[src/rtl/mem_arbiter.sv]
// Round-robin arbiter sharing one write port and one read port of an 8x8 memory
// between two clients; clears the memory after reset or clear. Grant is combinational,
// commands issue one cycle later, read data returns two cycles after grant.
module mem_arbiter #(
    parameter int DATA_W = 8,
    parameter int ADDR_W = 3,
    parameter int DEPTH  = 8
) (
    input  logic              clock,
    input  logic              reset,
    input  logic              clear,
    output logic              busy,
    input  logic              c0_req,
    input  logic              c1_req,
    input  logic              c0_we,
    input  logic              c1_we,
    input  logic [ADDR_W-1:0] c0_addr,
    input  logic [ADDR_W-1:0] c1_addr,
    input  logic [DATA_W-1:0] c0_wdata,
    input  logic [DATA_W-1:0] c1_wdata,
    output logic              c0_gnt,
    output logic              c1_gnt,
    output logic              c0_rvalid,
    output logic              c1_rvalid,
    output logic [DATA_W-1:0] c0_rdata,
    output logic [DATA_W-1:0] c1_rdata,
    output logic              mem_write,
    output logic              mem_read,
    output logic [ADDR_W-1:0] mem_addr_w,
    output logic [ADDR_W-1:0] mem_addr_r,
    output logic [DATA_W-1:0] mem_datain,
    input  logic [DATA_W-1:0] mem_dataout
);

    typedef enum logic {INIT, RUN} state_t;

    state_t            state;
    logic [ADDR_W-1:0] cnt;
    logic              last;
    logic              wr_q;
    logic              rd_q;
    logic [ADDR_W-1:0] addr_w_q;
    logic [ADDR_W-1:0] addr_r_q;
    logic [DATA_W-1:0] data_q;
    logic [1:0]        tag_vld;
    logic [1:0]        tag_id;
    logic [DATA_W-1:0] held0;
    logic [DATA_W-1:0] held1;

    logic              run_ok;
    logic              any_gnt;
    logic              sel_we;
    logic [ADDR_W-1:0] sel_addr;
    logic [DATA_W-1:0] sel_wdata;

    // last = 1 means c1 was granted most recently, so c0 wins the next tie
    assign run_ok    = (state == RUN) && !reset && !clear;
    assign c0_gnt    = run_ok && c0_req && (!c1_req || last);
    assign c1_gnt    = run_ok && c1_req && (!c0_req || !last);
    assign any_gnt   = c0_gnt || c1_gnt;
    assign sel_we    = c1_gnt ? c1_we    : c0_we;
    assign sel_addr  = c1_gnt ? c1_addr  : c0_addr;
    assign sel_wdata = c1_gnt ? c1_wdata : c0_wdata;

    always_ff @(posedge clock) begin
        if (reset) begin
            state    <= INIT;
            cnt      <= '0;
            last     <= 1'b1;
            wr_q     <= 1'b0;
            rd_q     <= 1'b0;
            addr_w_q <= '0;
            addr_r_q <= '0;
            data_q   <= '0;
            tag_vld  <= '0;
            tag_id   <= '0;
            held0    <= '0;
            held1    <= '0;
        end else begin
            case (state)
                INIT: begin
                    cnt <= cnt + ADDR_W'(1);
                    if (cnt == ADDR_W'(DEPTH - 1))
                        state <= RUN;
                end
                RUN: begin
                    if (clear) begin
                        state <= INIT;
                        cnt   <= '0;
                    end
                end
                default: state <= INIT;
            endcase

            wr_q <= any_gnt && sel_we;
            rd_q <= any_gnt && !sel_we;
            if (any_gnt) begin
                last <= c1_gnt;
                if (sel_we) begin
                    addr_w_q <= sel_addr;
                    data_q   <= sel_wdata;
                end else begin
                    addr_r_q <= sel_addr;
                end
            end

            tag_vld <= {tag_vld[0], any_gnt && !sel_we};
            tag_id  <= {tag_id[0], c1_gnt};

            if (c0_rvalid)
                held0 <= mem_dataout;
            if (c1_rvalid)
                held1 <= mem_dataout;
        end
    end

    // INIT writes are gated by reset so the clear sweep begins only once reset is released
    assign busy       = (state == INIT) || reset;
    assign mem_write  = ((state == INIT) && !reset) || wr_q;
    assign mem_addr_w = (state == INIT) ? cnt : addr_w_q;
    assign mem_datain = (state == INIT) ? '0 : data_q;
    assign mem_read   = rd_q;
    assign mem_addr_r = addr_r_q;

    assign c0_rvalid  = tag_vld[1] && !tag_id[1] && !reset;
    assign c1_rvalid  = tag_vld[1] &&  tag_id[1] && !reset;
    assign c0_rdata   = c0_rvalid ? mem_dataout : held0;
    assign c1_rdata   = c1_rvalid ? mem_dataout : held1;

endmodule

[config.mk]
export PLATFORM = sky130hd
export DESIGN_NAME = mem_arbiter
export DESIGN_NICKNAME = d
export VERILOG_FILES = /design/src/rtl/mem_arbiter.sv
export SDC_FILE = /design/constraint.sdc
export NUM_CORES = 1
export LEC_CHECK = 0
export CAP_MARGIN = 10
export CORE_MARGIN = 10
export CORE_UTILIZATION = 35
export CTS_CLUSTER_SIZE = 25
export DETAILED_ROUTE_END_ITERATION = 8
export GPL_TIMING_DRIVEN = 0
export HOLD_SLACK_MARGIN = 0.12
export PLACE_DENSITY = 0.64
export SLEW_MARGIN = 25
export SYNTH_ARGS = -nofsm -noshare
export SYNTH_HDL_FRONTEND = slang
export SYNTH_SLANG_ARGS = --single-unit
[constraint.sdc]
create_clock -name clock -period 4.12 [get_ports clock]
set_input_delay 0.618 -clock clock [delete_from_list [all_inputs] [get_ports clock]]
set_output_delay 0.618 -clock clock [all_outputs]
set_load 0.03 [all_outputs]
==> metrics.txt, run 1 <==
Post-DRT Antenna Nets=0; Wirelength per Cell=14.5 um; Num CTS Buffers=5; initial antenna violation count=0; initial core utilization=0.359; worst slack at placement=664 ps; Nets=just under 300; post-cts hold buffer count=0; Synth Net Count=212; drt first pass iters=4; Post-CTS Setup Inserts=0; leading area contributor after synthesis=dfxtp_1; CTS clk-pin slew, worst paths=80 ps; ratio of cells with drive above 1 in the final layout=0.173; Syn Area/Cell=10.5 um^2; # diodes=0; CTS tree=yes; P per Cell Area=270 mW/mm^2; worst-path cell chain=clkdlybuf4s50_1 -> nand2b_4 -> nor2_1 -> buf_2 -> and3_1 -> clkdlybuf4s50_1; CP max FO=10; I/O Buffers=73; Syn. warnings=0; CP max stage delay=670 ps; H-tree depth=2; Worst setup SP type=input port; Cell variety after synth=30; Routed WL=4.71 mm; Worst-Margin Slew=711 ps; min Tclk post-route=around 3400 ps; total global-route track usage=0.112; peak supply drop=between 0.1 and 0.15 mV; Die W=92.2 um; die height=about 90 um; post-synthesis sequential area ratio=0.439; io pins=74; die area=between 0.008 and 0.009 mm^2; vias in the first global route=approximately 1,600; cell area after synthesis=0.00182 mm^2; GR Overflow Total=0; root buf cell=clkbuf_8; row count=26; f_max=approximately 300 MHz; Post-synth EDFFs=0; detailed placement HPWL=3.66 mm; post-CTS sizing=0; total core area=0.00507 mm^2; CTS max path bufs=2; DR vias/cell=4.64; Pleak=just over 1 nW; Post-Synthesis Cells=173; Top cell by count, worst path=clkdlybuf4s50_1; largest net degree at the start of global routing=14; Final Slew Violations=0; Max-Cap Viols=0; Post-synth top flop=dfxtp_1; Final Setup Violations=0; Crit Path Category=in2out; routability cong.=0.710; DRC=0; worst path arrival time=2820 ps; Area growth syn-to-layout=49.7%; post-route clock period utilization=0.833; post-synth top area share=0.439; CP Capture Type=primary output; top post-synthesis cells by area=dfxtp_1 44%, mux2_2 12%, nor2b_1 6.5%; clock sink count=40; final worst slack=687 ps; CP required=3500 ps; asr flop ratio synth=0; first-pass GRT wire length=7.70 mm; Hold Path Class=reg2reg; flip-flop and latch count after synthesis=40; Fin. Hold Viols=0; via count=approximately 1,500; Setup TNS=0 ps; status=finished clean; RSZ-0062 raised after global routing=no; Max-slew headroom=0.526; Tot Pwr=between 0.7 and 0.8 mW; crit path max-delay cell type=clkdlybuf4s50_1; Clk Latency, worst-skew pair=290 ps; Worst Clk Skew=about 4.0 ps; DR iter-0 viols=26
[cell usage after synthesis, types with 2 or more instances]
cell type / number
o21ai_0: 3
buf_2: 2
or3_1: 3
a211oi_2: 9
ha_1: 2
mux2i_1: 11
nor2b_1: 19
dfxtp_1: 40
mux2_2: 19
a21oi_1: 17
nand2b_1: 5
nor2_1: 3
and2_1: 10
a211oi_1: 3
nand3b_1: 3
buf_4: 2
inv_1: 3
clkbuf_1: 7
[critical path, delay by kind of cell]
family | cells | cell delay (ps)
buffers and inverters | 3 | 1430
and+or+nand+nor | 3 | 760
[kinds of logic (layout without fill, tap and decap cells)]
family / count (synthesis) / in the layout / synth area share
AND/OR/NAND/NOR: 49 / 49 / 0.171
flip-flops: 40 / 40 / 0.439
multiplexers: 30 / 30 / 0.178
buffers and inverters: 15 / 96 / 0.0405
AO/OA/AOI/OAI: 37 / 37 / 0.158
adder cells (fa/ha/maj): 2 / 2 / 0.0137
[layout make-up]
| class | instances | area [um^2] |
|---|---|---|
| buffer | 12 | 62.6 |
| multi-input combinational | 118 | 950 |
| tap | 70 | 87.6 |
| sequential | 40 | 801 |
| inverter | 3 | 11.3 |
| timing repair buffer | 73 | 731 |
| clock buffer | 5 | 68.8 |
| clock inverter | 3 | 18.8 |
| fill | 508 | 2340 |
[cells in the final DEF, fill, tap and decap left out, drive strengths merged]
cell,n
ha,2
a211o,1
mux2i,11
clkdlybuf4s50,73
a32oi,1
a32o,1
and2,11
clkbuf,12
a211oi,12
nor3b,1
dfxtp,40
mux2,19
nor2,3
or3,3
a21boi,1
and3,1
clkinv,3
nand2b,6
nor2b,19
nand2,1
or2,1
o21bai,1
nand3b,3
a21oi,17
buf,5
inv,3
o21ai,3
[per-layer routing]
| layer | up-vias | global-route usage | wire, um |
|---|---|---|---|
| li1 | 765 | - | - |
| met1 | 671 | 0.130 | 2200 |
| met4 | 0 | 0.0347 | 60 |
| met5 | - | 0 | 0 |
| met2 | 62 | 0.171 | 1950 |
| met3 | 6 | 0.0636 | 493 |
[stage by stage]
stage	hold WS [ps]	util	area [um^2]	cells
floorplan	414	-	1820	173
global placement	421	0.521	2640	316
detailed placement	429	0.521	2640	316
CTS	445	0.538	2730	324
global route	456	0.538	2730	324
finish	443	0.538	2730	324
[sequential cells by signal, indices dropped and copies added, names as in the netlist]
signal      count
held1           8
held0           8
wr_q            1
cnt             3
tag_vld         2
state           1
tag_id          2
addr_w_q        3
mem_addr_r      3
data_q          8
last            1
[worst paths after layout]
| check | slack, ps | startpoint | endpoint | depth (start not counted) |
|---|---|---|---|---|
| worst max-delay path | 690 | clear | c0_gnt | 6 |
| worst min register to register | 440 | tag_id[0]$_SDFF_PP0_ | tag_id[1]$_SDFF_PP0_ | 1 |
| worst max register to register | 2570 | state$_SDFF_PP0_ | data_q[5]$_SDFFE_PP0P_ | 5 |
| worst min-delay path | 440 | tag_id[0]$_SDFF_PP0_ | tag_id[1]$_SDFF_PP0_ | 1 |
[power breakdown]
part | switching, mW | internal (mW)
clock | 0.140 | 0.118
combinational | 0.0377 | 0.0500
sequential | 0.00222 | 0.389
(Power assumes the default switching activity.)
==> inputs of run 2 (changes only) <==
==> constraint.sdc (replaced) <==
create_clock -name clock -period 3.2 [get_ports clock]
set_input_delay 0.48 -clock clock [delete_from_list [all_inputs] [get_ports clock]]
set_output_delay 0.48 -clock clock [all_outputs]
set_load 0.03 [all_outputs]
==> run 2 against run 1 <==
Net effect:
- core utilization up 0.074 points
- non-clock buffer count unchanged
- sequential share of layout area about the same
- largest cell class unchanged
- largest power group unchanged
- combinational power up 29%
- final cell count unchanged
==> metrics.txt, run 2 (synthesis results as in run 1) <==
Post-DP Area=0.00264 mm^2 (unchanged); switching power=0.233 mW (was 0.180 mW); die area=0.00850 mm^2 (unchanged); min Tclk post-route=3000 ps; Largest regs=data_q: 8 flops, held0: 8 flops, held1: 8 flops (unchanged); I/O Buffers=73 (unchanged); die height=92.2 um (unchanged); GR Overflow Total=0 (unchanged); row count=26 (unchanged); Int Power=0.717 mW (was 0.557 mW); vias in the first global route=1,566 (unchanged); Worst Clk Skew=3.78 ps (was 4.04 ps); FF-to-FF setup slack=1770 ps (was 2570 ps); DR iter-0 viols=25 (was 26); # diodes=0 (unchanged); Hold Path Class=reg2reg (unchanged); worst setup path startpoint=reset (was clear); CTS max path bufs=2 (unchanged); worst hold start=tag_id[0]$_SDFF_PP0_ (unchanged); peak supply drop=0.174 mV (was 0.135 mV); commonest non-fill, non-tap cell in the layout=clkdlybuf4s50_1 (unchanged); Final Slew Violations=0 (unchanged); H-tree depth=2 (unchanged); io pins=74 (unchanged); post-route clock period utilization=0.936; DR vias/cell=4.64 (unchanged); Clk Latency, worst-skew pair=290 ps (about the same); Num CTS Buffers=5 (unchanged); worst slack at placement=19.7 ps (was 664 ps); Setup TNS=0 ps (unchanged); DRC=0 (unchanged); total global-route track usage=0.112 (unchanged); CP Capture Type=primary output (unchanged); post-CTS sizing=0 (unchanged); final worst slack=204 ps (was 687 ps); Worst setup SP type=input port (unchanged); root buf cell=clkbuf_8 (unchanged); via count=1,504 (unchanged); clock sink count=40 (unchanged); sequential power share=0.530 (was 0.531); status=finished clean (unchanged); ratio of cells with drive above 1 in the final layout=0.181 (was 0.173); Logic pwr share=0.119 (about the same); total core area=0.00507 mm^2 (unchanged); CP max FO=9 (was 10); Reg-to-Reg Start=last$_SDFFE_PP1P_ (was state$_SDFF_PP0_); Wirelength per Cell=14.6 um (was 14.5 um); CTS clk-pin slew, worst paths=80 ps (about the same); most frequent cells in the layout=73 x clkdlybuf4s50_1, 40 x dfxtp_1, 19 x mux2_2, 19 x nor2b_1, 17 x a21oi_1 (unchanged); Post-CTS Setup Inserts=0 (unchanged); Die W=92.2 um (unchanged); Area growth syn-to-layout=49.9% (was 49.7%); post-cts hold buffer count=0 (unchanged); Worst-Margin Slew=711 ps (about the same); P per Cell Area=347 mW/mm^2 (was 270 mW/mm^2); Crit Path Category=in2out (unchanged); RSZ-0062 raised after global routing=no (unchanged); drt first pass iters=4 (unchanged); worst path arrival time=2520 ps (was 2820 ps); Max-Cap Viols=0 (unchanged); initial antenna violation count=0 (unchanged); initial core utilization=0.359 (unchanged); Final Setup Violations=0 (unchanged); Post-DRT Antenna Nets=0 (unchanged); Fillers=507 (was 508); clock share of power=0.351 (was 0.350); CTS tree=yes (unchanged); switching share of power=0.245 (about the same); Fin. Hold Viols=0 (unchanged); CP required=2720 ps (was 3500 ps); f_max=334 MHz; detailed placement HPWL=3.66 mm (unchanged); routability cong.=0.710 (unchanged); largest net degree at the start of global routing=14 (unchanged); Pleak=1.02 nW (was 1.01 nW); Routed WL=4.72 mm (was 4.71 mm); first-pass GRT wire length=7.70 mm (unchanged); Nets=292 (unchanged); final instance area=0.00273 mm^2 (about the same); Max-slew headroom=0.526 (about the same)
## run 2: per-stage QoR
| stage | cells | utilization | power (mW) | hold WS (ps) |
|---|---|---|---|---|
| after detailed placement | 316 | 0.521 | 0.629 | 429 |
| final | 324 | 0.539 | 0.950 | 443 |
| after global routing | 324 | 0.539 | 1.00 | 456 |
| after floorplan | 173 | - | 0.564 | 414 |
| after CTS | 324 | 0.538 | 0.965 | 445 |
| after global placement | 316 | 0.521 | 0.630 | 421 |
## run 2: path summary, 6_finish.rpt
path,to,cells after the start
min,tag_id[1]$_SDFF_PP0_,1
max,c1_rdata[2],4
min reg2reg,tag_id[1]$_SDFF_PP0_,1
max reg2reg,data_q[4]$_SDFFE_PP0P_,5
## run 2: final cells by class
class,instances,area (um^2),area share
Buffer,12,63.8,0.0233
Clock buffer,5,68.8,0.0252
Clock inverter,3,18.8,0.00686
Inverter,3,11.3,0.00412
Multi-Input combinational cell,118,952,0.348
Sequential cell,40,801,0.293
Tap cell,70,87.6,0.0320
Timing Repair Buffer,73,731,0.267
## run 2: worst max-delay path: stages
cell and delay (ps):
clkdlybuf4s50_1 510, nand3b_1 480, mux2_2 360, clkdlybuf4s50_1 680
## run 2: power by group through the flow
stage | Sequential, mW | Clock (mW) | Combinational, mW
finish | 0.504 | 0.333 | 0.113
global route | 0.504 | 0.373 | 0.123
CTS | 0.504 | 0.346 | 0.115
detailed placement | 0.515 | 0 | 0.114
global placement | 0.515 | 0 | 0.115
floorplan | 0.515 | 0 | 0.0488
## run 2: routing by layer
| metal | vias to the layer above | track usage | share of wire |
|---|---|---|---|
| met1 | 670 | 0.130 | 0.47 |
| li1 | 765 | - | - |
| met5 | - | 0 | 0 |
| met3 | 6 | 0.0636 | 0.11 |
| met4 | 0 | 0.0347 | 0.013 |
| met2 | 63 | 0.171 | 0.41 |
